$ cat src/rtl/reg_access_master_if.sv
// Register-file access bundle between the command initiator (master) and the
// host stream / register file side (slave).
interface reg_access_master_if #(
    parameter int WIDTH = 16,
    parameter int AW    = 5
);
    logic             i_cmd_valid;
    logic [7:0]       i_cmd_data;
    logic             o_cmd_ready;
    logic             o_rsp_valid;
    logic [7:0]       o_rsp_data;
    logic             i_rsp_ready;
    logic             o_w_en;
    logic [AW-1:0]    o_w_addr;
    logic [WIDTH-1:0] o_w_value;
    logic             o_r_en;
    logic [AW-1:0]    o_r_addr;
    logic [WIDTH-1:0] i_r_value;
    logic             o_busy;

    modport master (
        input  i_cmd_valid, i_cmd_data, i_rsp_ready, i_r_value,
        output o_cmd_ready, o_rsp_valid, o_rsp_data, o_w_en, o_w_addr,
               o_w_value, o_r_en, o_r_addr, o_busy
    );

    modport slave (
        output i_cmd_valid, i_cmd_data, i_rsp_ready, i_r_value,
        input  o_cmd_ready, o_rsp_valid, o_rsp_data, o_w_en, o_w_addr,
               o_w_value, o_r_en, o_r_addr, o_busy
    );
endinterface

$ cat src/rtl/reg_access_master.sv
// Byte-stream command initiator: decodes header/data bytes into single-cycle
// register writes or reads and streams back an ack, error or read-data bytes.
// All outputs are registered; the control outputs are derived from the next
// state so they line up exactly with the state they describe.
module reg_access_master #(
    parameter int WIDTH        = 16,
    parameter int DEPTH        = 32,
    parameter int READ_LATENCY = 1
) (
    input  logic                clk,
    input  logic                reset,
    reg_access_master_if.master bus
);
    localparam int AW = $clog2(DEPTH);
    localparam int NB = WIDTH / 8;
    localparam logic [3:0]       LAST_BYTE = 4'(NB - 1);
    localparam logic [1:0]       LAST_LAT  = 2'(READ_LATENCY - 1);
    localparam logic [7:0]       ADDR_MASK = 8'((32'd1 << AW) - 32'd1);
    localparam logic [7:0]       RSV_MASK  = 8'h7F & ~ADDR_MASK;
    localparam logic [WIDTH-1:0] ACK_WORD  = WIDTH'(8'hA5) << (WIDTH - 8);
    localparam logic [WIDTH-1:0] ERR_WORD  = WIDTH'(8'hEE) << (WIDTH - 8);

    typedef enum logic [2:0] {
        IDLE  = 3'd0,
        WDATA = 3'd1,
        WSTB  = 3'd2,
        RSTB  = 3'd3,
        RWAIT = 3'd4,
        RESP  = 3'd5
    } state_t;

    state_t           state_r;
    state_t           state_nxt_s;
    logic             cmd_acc_s;
    logic             rsp_acc_s;
    logic             hdr_bad_s;

    logic             cmd_ready_r;
    logic             rsp_valid_r;
    logic             busy_r;
    logic             w_en_r;
    logic             r_en_r;
    logic [AW-1:0]    addr_r;
    logic [WIDTH-1:0] w_value_r;
    logic [WIDTH-1:0] rsp_shift_r;
    logic [3:0]       byte_cnt_r;
    logic [3:0]       rsp_cnt_r;
    logic [3:0]       rsp_len_r;
    logic [1:0]       lat_cnt_r;

    assign bus.o_cmd_ready = cmd_ready_r;
    assign bus.o_rsp_valid = rsp_valid_r;
    assign bus.o_rsp_data  = rsp_shift_r[WIDTH-1 -: 8];
    assign bus.o_w_en      = w_en_r;
    assign bus.o_w_addr    = addr_r;
    assign bus.o_w_value   = w_value_r;
    assign bus.o_r_en      = r_en_r;
    assign bus.o_r_addr    = addr_r;
    assign bus.o_busy      = busy_r;

    // Next-state decode and stream handshake qualification.
    always_comb begin
        state_nxt_s = state_r;
        cmd_acc_s   = bus.i_cmd_valid && cmd_ready_r;
        rsp_acc_s   = rsp_valid_r && bus.i_rsp_ready;
        hdr_bad_s   = (bus.i_cmd_data & RSV_MASK) != 8'h00;
        case (state_r)
            IDLE: begin
                if (cmd_acc_s) begin
                    if (hdr_bad_s) begin
                        state_nxt_s = RESP;
                    end else if (bus.i_cmd_data[7]) begin
                        state_nxt_s = WDATA;
                    end else begin
                        state_nxt_s = RSTB;
                    end
                end else begin
                    state_nxt_s = IDLE;
                end
            end
            WDATA: begin
                if (cmd_acc_s && (byte_cnt_r == LAST_BYTE)) begin
                    state_nxt_s = WSTB;
                end else begin
                    state_nxt_s = WDATA;
                end
            end
            WSTB:  state_nxt_s = RESP;
            RSTB:  state_nxt_s = RWAIT;
            RWAIT: begin
                if (lat_cnt_r == LAST_LAT) begin
                    state_nxt_s = RESP;
                end else begin
                    state_nxt_s = RWAIT;
                end
            end
            RESP: begin
                if (rsp_acc_s && (rsp_cnt_r == rsp_len_r)) begin
                    state_nxt_s = IDLE;
                end else begin
                    state_nxt_s = RESP;
                end
            end
            default: state_nxt_s = IDLE;
        endcase
    end

    // State register.
    always_ff @(posedge clk or negedge reset) begin
        if (!reset) begin
            state_r <= IDLE;
        end else begin
            state_r <= state_nxt_s;
        end
    end

    // Registered control outputs, command capture, counters and response shifter.
    always_ff @(posedge clk or negedge reset) begin
        if (!reset) begin
            cmd_ready_r <= 1'b0;
            rsp_valid_r <= 1'b0;
            busy_r      <= 1'b0;
            w_en_r      <= 1'b0;
            r_en_r      <= 1'b0;
            addr_r      <= '0;
            w_value_r   <= '0;
            rsp_shift_r <= '0;
            byte_cnt_r  <= 4'd0;
            rsp_cnt_r   <= 4'd0;
            rsp_len_r   <= 4'd0;
            lat_cnt_r   <= 2'd0;
        end else begin
            cmd_ready_r <= (state_nxt_s == IDLE) || (state_nxt_s == WDATA);
            rsp_valid_r <= (state_nxt_s == RESP);
            busy_r      <= (state_nxt_s != IDLE);
            w_en_r      <= (state_nxt_s == WSTB);
            r_en_r      <= (state_nxt_s == RSTB);
            case (state_r)
                IDLE: begin
                    if (cmd_acc_s) begin
                        // Error word is preloaded; write and read paths overwrite it later.
                        addr_r      <= bus.i_cmd_data[AW-1:0];
                        byte_cnt_r  <= 4'd0;
                        lat_cnt_r   <= 2'd0;
                        rsp_cnt_r   <= 4'd0;
                        rsp_len_r   <= 4'd0;
                        rsp_shift_r <= ERR_WORD;
                    end
                end
                WDATA: begin
                    if (cmd_acc_s) begin
                        w_value_r  <= (w_value_r << 8) | WIDTH'(bus.i_cmd_data);
                        byte_cnt_r <= (byte_cnt_r == LAST_BYTE) ? 4'd0 : byte_cnt_r + 4'd1;
                    end
                end
                WSTB: begin
                    rsp_shift_r <= ACK_WORD;
                end
                RWAIT: begin
                    if (lat_cnt_r == LAST_LAT) begin
                        rsp_shift_r <= bus.i_r_value;
                        rsp_len_r   <= LAST_BYTE;
                    end else begin
                        lat_cnt_r <= lat_cnt_r + 2'd1;
                    end
                end
                RESP: begin
                    if (rsp_acc_s) begin
                        rsp_shift_r <= rsp_shift_r << 8;
                        rsp_cnt_r   <= rsp_cnt_r + 4'd1;
                    end
                end
                default: begin
                end
            endcase
        end
    end
endmodule

$ cat src/flat_wrapper.sv
// flat-port wrapper written by rule: the top's interface ports become plain ports
module reg_access_master_flat 
#(
    parameter int WIDTH        = 16,
    parameter int DEPTH        = 32,
    parameter int READ_LATENCY = 1
)
  (clk, reset, bus_i_cmd_valid, bus_i_cmd_data, bus_i_rsp_ready, bus_i_r_value, bus_o_cmd_ready, bus_o_rsp_valid, bus_o_rsp_data, bus_o_w_en, bus_o_w_addr, bus_o_w_value, bus_o_r_en, bus_o_r_addr, bus_o_busy);
  reg_access_master_if #(.WIDTH(WIDTH), .AW(5)) bus_i ();
  input  logic clk;
  input  logic reset;
  input wire logic [$bits(bus_i.i_cmd_valid)-1:0] bus_i_cmd_valid;
  input wire logic [$bits(bus_i.i_cmd_data)-1:0] bus_i_cmd_data;
  input wire logic [$bits(bus_i.i_rsp_ready)-1:0] bus_i_rsp_ready;
  input wire logic [$bits(bus_i.i_r_value)-1:0] bus_i_r_value;
  output wire logic [$bits(bus_i.o_cmd_ready)-1:0] bus_o_cmd_ready;
  output wire logic [$bits(bus_i.o_rsp_valid)-1:0] bus_o_rsp_valid;
  output wire logic [$bits(bus_i.o_rsp_data)-1:0] bus_o_rsp_data;
  output wire logic [$bits(bus_i.o_w_en)-1:0] bus_o_w_en;
  output wire logic [$bits(bus_i.o_w_addr)-1:0] bus_o_w_addr;
  output wire logic [$bits(bus_i.o_w_value)-1:0] bus_o_w_value;
  output wire logic [$bits(bus_i.o_r_en)-1:0] bus_o_r_en;
  output wire logic [$bits(bus_i.o_r_addr)-1:0] bus_o_r_addr;
  output wire logic [$bits(bus_i.o_busy)-1:0] bus_o_busy;
  assign bus_i.i_cmd_valid = bus_i_cmd_valid;
  assign bus_i.i_cmd_data = bus_i_cmd_data;
  assign bus_i.i_rsp_ready = bus_i_rsp_ready;
  assign bus_i.i_r_value = bus_i_r_value;
  assign bus_o_cmd_ready = bus_i.o_cmd_ready;
  assign bus_o_rsp_valid = bus_i.o_rsp_valid;
  assign bus_o_rsp_data = bus_i.o_rsp_data;
  assign bus_o_w_en = bus_i.o_w_en;
  assign bus_o_w_addr = bus_i.o_w_addr;
  assign bus_o_w_value = bus_i.o_w_value;
  assign bus_o_r_en = bus_i.o_r_en;
  assign bus_o_r_addr = bus_i.o_r_addr;
  assign bus_o_busy = bus_i.o_busy;
  reg_access_master #(.WIDTH(WIDTH), .DEPTH(DEPTH), .READ_LATENCY(READ_LATENCY)) u_core (.clk(clk), .reset(reset), .bus(bus_i));
endmodule
$ cat config.mk
export PLATFORM = sky130hd
export DESIGN_NAME = reg_access_master_flat
export DESIGN_NICKNAME = d
export VERILOG_FILES = /design/src/rtl/reg_access_master_if.sv /design/src/rtl/reg_access_master.sv /design/src/flat_wrapper.sv
export SDC_FILE = /design/constraint.sdc
export NUM_CORES = 1
export LEC_CHECK = 0
export CELL_PAD_IN_SITES_DETAIL_PLACEMENT = 0
export CELL_PAD_IN_SITES_GLOBAL_PLACEMENT = 1
export CORE_MARGIN = 3
export CORE_UTILIZATION = 41
export CTS_CLUSTER_SIZE = 28
export DETAILED_ROUTE_END_ITERATION = 16
export HOLD_SLACK_MARGIN = 0.1
export PLACE_DENSITY = 0.93
export SYNTH_ARGS = -nofsm -noshare
export SYNTH_HDL_FRONTEND = slang
export SYNTH_SLANG_ARGS = --single-unit
$ cat constraint.sdc
create_clock -name clk -period 3.6 [get_ports clk]
set_input_delay 0.36 -clock clk [delete_from_list [all_inputs] [get_ports clk]]
set_output_delay 0.36 -clock clk [all_outputs]
set_load 0.05 [all_outputs]
=== Yosys cells after proc, flatten, opt, wreduce, memory -nomap -nowiden ===
Cells that the tools add are included.

* Bits in registers: 59
* Logic and storage cells: 76

* Reductions and logical operators: 21
* Multiplexer cells: 22
* $add $sub $neg: 3
* Equal/unequal tests: 16
* Bitwise operators: 1

{| class="wikitable"
|+ Operators by type and width
! kind !! number
|-
| $pmux W16 S4 || 1
|-
| $mux W16 || 3
|-
| $pmux W4 S2 || 3
|-
| $mux W4 || 5
|-
| $pmux W3 S6 || 1
|-
| $or A16 B8 Y16 || 1
|-
| $eq A3 B2 Y1 const B || 4
|-
| $reduce_and A3 Y1 || 4
|-
| $eq A3 B3 Y1 const B || 3
|-
| $mux W3 || 3
|-
| $add A4 B1 Y4 const B || 2
|-
| $mux W2 || 4
|-
| $ne A2 B1 Y1 const B || 4
|-
| $reduce_bool A8 Y1 || 1
|-
| $eq A3 B1 Y1 const B || 2
|-
| $logic_not A3 Y1 || 2
|-
| $reduce_bool A2 Y1 || 3
|-
| $eq A4 B1 Y1 const B || 1
|-
| $eq A4 B4 Y1 || 1
|-
| $logic_and A1 B1 Y1 || 4
|-
| $pmux W2 S2 || 1
|-
| $reduce_and A2 Y1 || 2
|-
| $reduce_and A4 Y1 || 1
|-
| $reduce_bool A4 Y1 || 1
|-
| other kinds (6) || 6
|}

=== Logic depth before layout (Yosys ltp) ===
* Depth in word-level cells: 6
* Mapped depth: 6
* Depth with buffers taken out: 6

=== Worst setup path before layout ===
Ideal clock, no wire load.

* Path kind: reg2reg
* From: reg u_core.cmd_ready_r (netlist: u_core.bus.o_cmd_ready)
* To: reg u_core.w_value_r[13] (netlist: u_core.bus.o_w_value[13])
* Data required time: 3,472 ps
* Slack: 1,768 ps
* Path buffers: 1
* Library setup time: 128 ps
* Cell stages (with the launch flop): 5
* Arrival time: 1,705 ps
* Cell sequence: dfrtp_1 nand3b_2 nor2_4 buf_4 mux2_1

* Longest elaborated chain between the ends: 2

{| class="wikitable"
|+ RTL lines
! item !! line !! source
|-
| from (decl) || reg_access_master.sv:38 || <nowiki>logic cmd_ready_r;</nowiki>
|-
| from (signal assigned) || reg_access_master.sv:133 || <nowiki>cmd_ready_r <= (state_nxt_s == IDLE) || (state_nxt_s == WDATA);</nowiki>
|-
| $logic_and A1 B1 Y1 || reg_access_master.sv:64 || <nowiki>cmd_acc_s = bus.i_cmd_valid && cmd_ready_r;</nowiki>
|-
| $reduce_and A2 Y1 (no line) || n/a ||
|-
| to (signal assigned) || reg_access_master.sv:152 || <nowiki>w_value_r <= (w_value_r << 8) | WIDTH'(bus.i_cmd_data);</nowiki>
|-
| to (decl) || reg_access_master.sv:44 || <nowiki>logic [WIDTH-1:0] w_value_r;</nowiki>
|}

No other way between the ends.
A chain may end at the register's enable or synchronous reset.

=== Worst setup path in the final report ===
* From: reg u_core.state_r[0]
* To: reg u_core.rsp_shift_r[10]

* Longest elaborated chain between the ends: 3
* Elaborated cells on any way between the ends: 10
* Classes of those cells: eq/ne (6); mux (1); reduce/logical (3)

{| class="wikitable"
|+ RTL lines
! item !! line !! source
|-
| from (decl) || reg_access_master.sv:32 || <nowiki>state_t state_r;</nowiki>
|-
| from (signal assigned) || reg_access_master.sv:113 || <nowiki>state_r <= state_nxt_s;</nowiki>
|-
| $eq A3 B2 Y1 (tied with other cells) || reg_access_master.sv:138 || <nowiki>case (state_r)</nowiki>
|-
| $reduce_bool A4 Y1 (no line) / $ne A2 B1 Y1 (equally long branches) || n/a ||
|-
| $reduce_and A4 Y1 (no line) || n/a ||
|-
| to (signal assigned) || reg_access_master.sv:161 || <nowiki>rsp_shift_r <= bus.i_r_value;</nowiki>
|-
| to (signal assigned) || reg_access_master.sv:169 || <nowiki>rsp_shift_r <= rsp_shift_r << 8;</nowiki>
|-
| to (decl) || reg_access_master.sv:45 || <nowiki>logic [WIDTH-1:0] rsp_shift_r;</nowiki>
|}

Parallel ways exist; a longest one is shown, timed or not.

==> impl_metrics.env <==
export IMPL_run_status="completed"
export IMPL_cts_buffers=5
export IMPL_crit_path_end_kind="register"
export IMPL_ys_flop_type="dfrtp_1"
export IMPL_fin_crit_sh_pct=66.0
export IMPL_post_cts_buffers=0
export IMPL_htreeDepth=2
export IMPL_ys_seq_elements=56
export IMPL_hold_viol=0
export IMPL_final_cell_area_um2=3370
export IMPL_cts_path_max_buffers=2
export IMPL_ios=67
export IMPL_synth_edf_count=0
export IMPL_grt_usage_pct=16.1
export IMPL_crit_type="register to register"
export IMPL_ys_seq_area_share_pct=53.0
export IMPL_vdd_drop_max_mv=0.595
export IMPL_drtAntennaViolNets=0
export IMPL_place_inst=346
export IMPL_slowest_delay_ps=750
export IMPL_post_synth_top_area_fraction_pct=53.0
export IMPL_io_buffers=66
export IMPL_seq_area_um2=1400
export IMPL_place_area_um2=3250
export IMPL_start_kind="register"
export IMPL_yosysWarnings=0
export IMPL_core_region_area_um2=6100
export IMPL_ys_async_sr_fraction_pct=100
export IMPL_gr_total_overflow=0
export IMPL_rsz0062_at_grt="no"
export IMPL_grt_max_degree=31
export IMPL_clk_pin_slew_ps=110
export IMPL_fmax_mhz=421
export IMPL_fin_crit_ps=2380
export IMPL_final_core_utilization_pct=55.3
export IMPL_critPathTopFamily="simple AND/OR/NAND/NOR gates"
export IMPL_area_growth_pct=27.4
export IMPL_setup_viol=0
export IMPL_nFillCells=560
export IMPL_die_w_um=86.3
export IMPL_leakage_nw=1.56
export IMPL_synth_net_count=259
export IMPL_multi_input_area_um2=1060
export IMPL_first_pass_iters=5
export IMPL_tightest_slew_ps=822
export IMPL_synth_area_top_cells="dfrtp_1, mux2_1, buf_4, mux2i_1, nand2_1"
export IMPL_whs_ps=493
export IMPL_antenna_found_initial=0
export IMPL_dieArea_um2=7450
export IMPL_drive_above_1_share_pct=6.07
export IMPL_grt_pass1_wl_um=9530
export IMPL_root_buffer="clkbuf_8"
export IMPL_final_common_cell="clkdlybuf4s50_1"
export IMPL_initialDrtViolationCount=92
export IMPL_cts_sinks=56
export IMPL_vias=1817
export IMPL_cp_max_fo=21
export IMPL_fp_row_count=28
export IMPL_cts_hold_fix_buffers=1
export IMPL_cp_arrival_ps=2570
export IMPL_maxSlewViolCount=0
export IMPL_fin_cells=355
export IMPL_critical_path_buf_inv_count=0
export IMPL_power_density_nw_per_um2=973
export IMPL_avgSynthCellArea_um2=11.7
export IMPL_syn_inst=227
export IMPL_synthesis_area_um2=2650
export IMPL_diodes=0
export IMPL_cp_required_ps=3800
export IMPL_wl_per_cell_um=15.2
export IMPL_skew_ps=14.1
export IMPL_num_nets_final=311
export IMPL_setup_tns_ps=0
export IMPL_crit_chain="nor3b_2 -> a22oi_4 -> nand2_4 -> mux2_1"
export IMPL_via_per_inst=5.12
export IMPL_gp_congestion=0.786
export IMPL_start_util_pct=43.4
export IMPL_wl_um=5390
export IMPL_crit_slowest_cell="nor3b_2"
export IMPL_die_h_um=86.3
export IMPL_cts_repair_resized=0
export IMPL_cts_tree="yes"
export IMPL_maxCapViolations=0
export IMPL_insertion_delay_ps=320
export IMPL_dp_hpwl_um=3890
export IMPL_yosys_area_top_type="dfrtp_1"
export IMPL_hold_class="register to register"
export IMPL_ys_types=46
export IMPL_drc=0
export IMPL_first_global_vias=1979
export IMPL_relSlewSlack_pct=45.2
export IMPL_final_cell_mix="clkdlybuf4s50_1, dfrtp_1, mux2_1"
## registers in the layout, summed over array words and instances (netlist names)
name                    cells
u_core.byte_cnt_r           4
u_core.state_r              3
u_core.bus.o_w_en           1
u_core.bus.o_r_addr         5
u_core.bus.o_r_en           1
u_core.bus.o_rsp_valid      1
u_core.bus.o_cmd_ready      1
u_core.rsp_shift_r         16
u_core.rsp_cnt_r            4
u_core.bus.o_busy           1
u_core.rsp_len_r            1
u_core.bus.o_w_value       16
u_core.lat_cnt_r            2
## logic make-up (layout without fill, tap and decap cells)
| kind of cell | after synthesis | in the layout | share of synthesized area (%) |
|---|---|---|---|
| buffers and inverters | 30 | 83 | 6.81 |
| AND/OR/NAND/NOR | 69 | 69 | 14.7 |
| flip-flops | 56 | 56 | 53.0 |
| XOR/XNOR | 3 | 3 | 0.993 |
| AO/OA/AOI/OAI | 33 | 33 | 9.46 |
| multiplexers | 32 | 32 | 13.2 |
| adder cells (fa/ha/maj) | 4 | 4 | 1.89 |
## path summary, 6_finish.rpt
path	to	depth (start not counted)	slack, ps	startpoint
max	u_core.rsp_shift_r[10]	4	1220	u_core.state_r[0]
min	u_core.bus.o_w_value[13]	1	490	u_core.bus.o_w_value[13]
max reg2reg	u_core.rsp_shift_r[10]	4	1220	u_core.state_r[0]
min reg2reg	u_core.bus.o_w_value[13]	1	490	u_core.bus.o_w_value[13]
max in group asynchronous	u_core.rsp_shift_r[8]	3	2200	reset
min in group asynchronous	u_core.bus.o_w_value[4]	2	580	reset
## worst register-to-register path: stages (launching register included)
cell and delay (ps):
dfrtp_1 690, nor3b_2 760, a22oi_4 240, nand2_4 230
mux2_1 350
## per-stage QoR
step                      setup slack (ps)  power, W
after floorplan                       1770   0.00242
after global placement                1300   0.00285
after detailed placement              1220   0.00288
after CTS                             1200   0.00331
after global routing                  1050   0.00348
final                                 1220   0.00328
## layer usage
metal	up-vias	wire [µm]	GRT usage, %
met1	883	2550	22.1
li1	891	-	-
met3	5	193	2.76
met4	0	80	5.95
met2	38	2570	25.6
met5	-	0	0
## cell type report
class,count,area share [%]
sequential,56,41.6
timing repair buffer,68,20.0
inverter,7,0.780
clock inverter,2,1.15
tap,75,2.78
clock buffer,6,2.15
multi-input combinational,141,31.6
## power by group
group          switching (W)  internal, W  leakage [nW]
registers           0.000223     0.000882         0.704
clock network       0.000211     0.000211        0.0558
logic                0.00110     0.000652         0.797
## synth_stat cells, types with 4 or more instances
master,n
a21oi_1,8
nor3_1,6
dfrtp_1,56
mux2_1,24
ha_1,4
inv_1,7
a31o_1,8
nand3_1,6
nor2_1,7
mux2i_1,8
buf_4,15
nand2_1,21
clkbuf_1,4
and3_1,9
No activity file was read; power rests on OpenSTA's default activity.
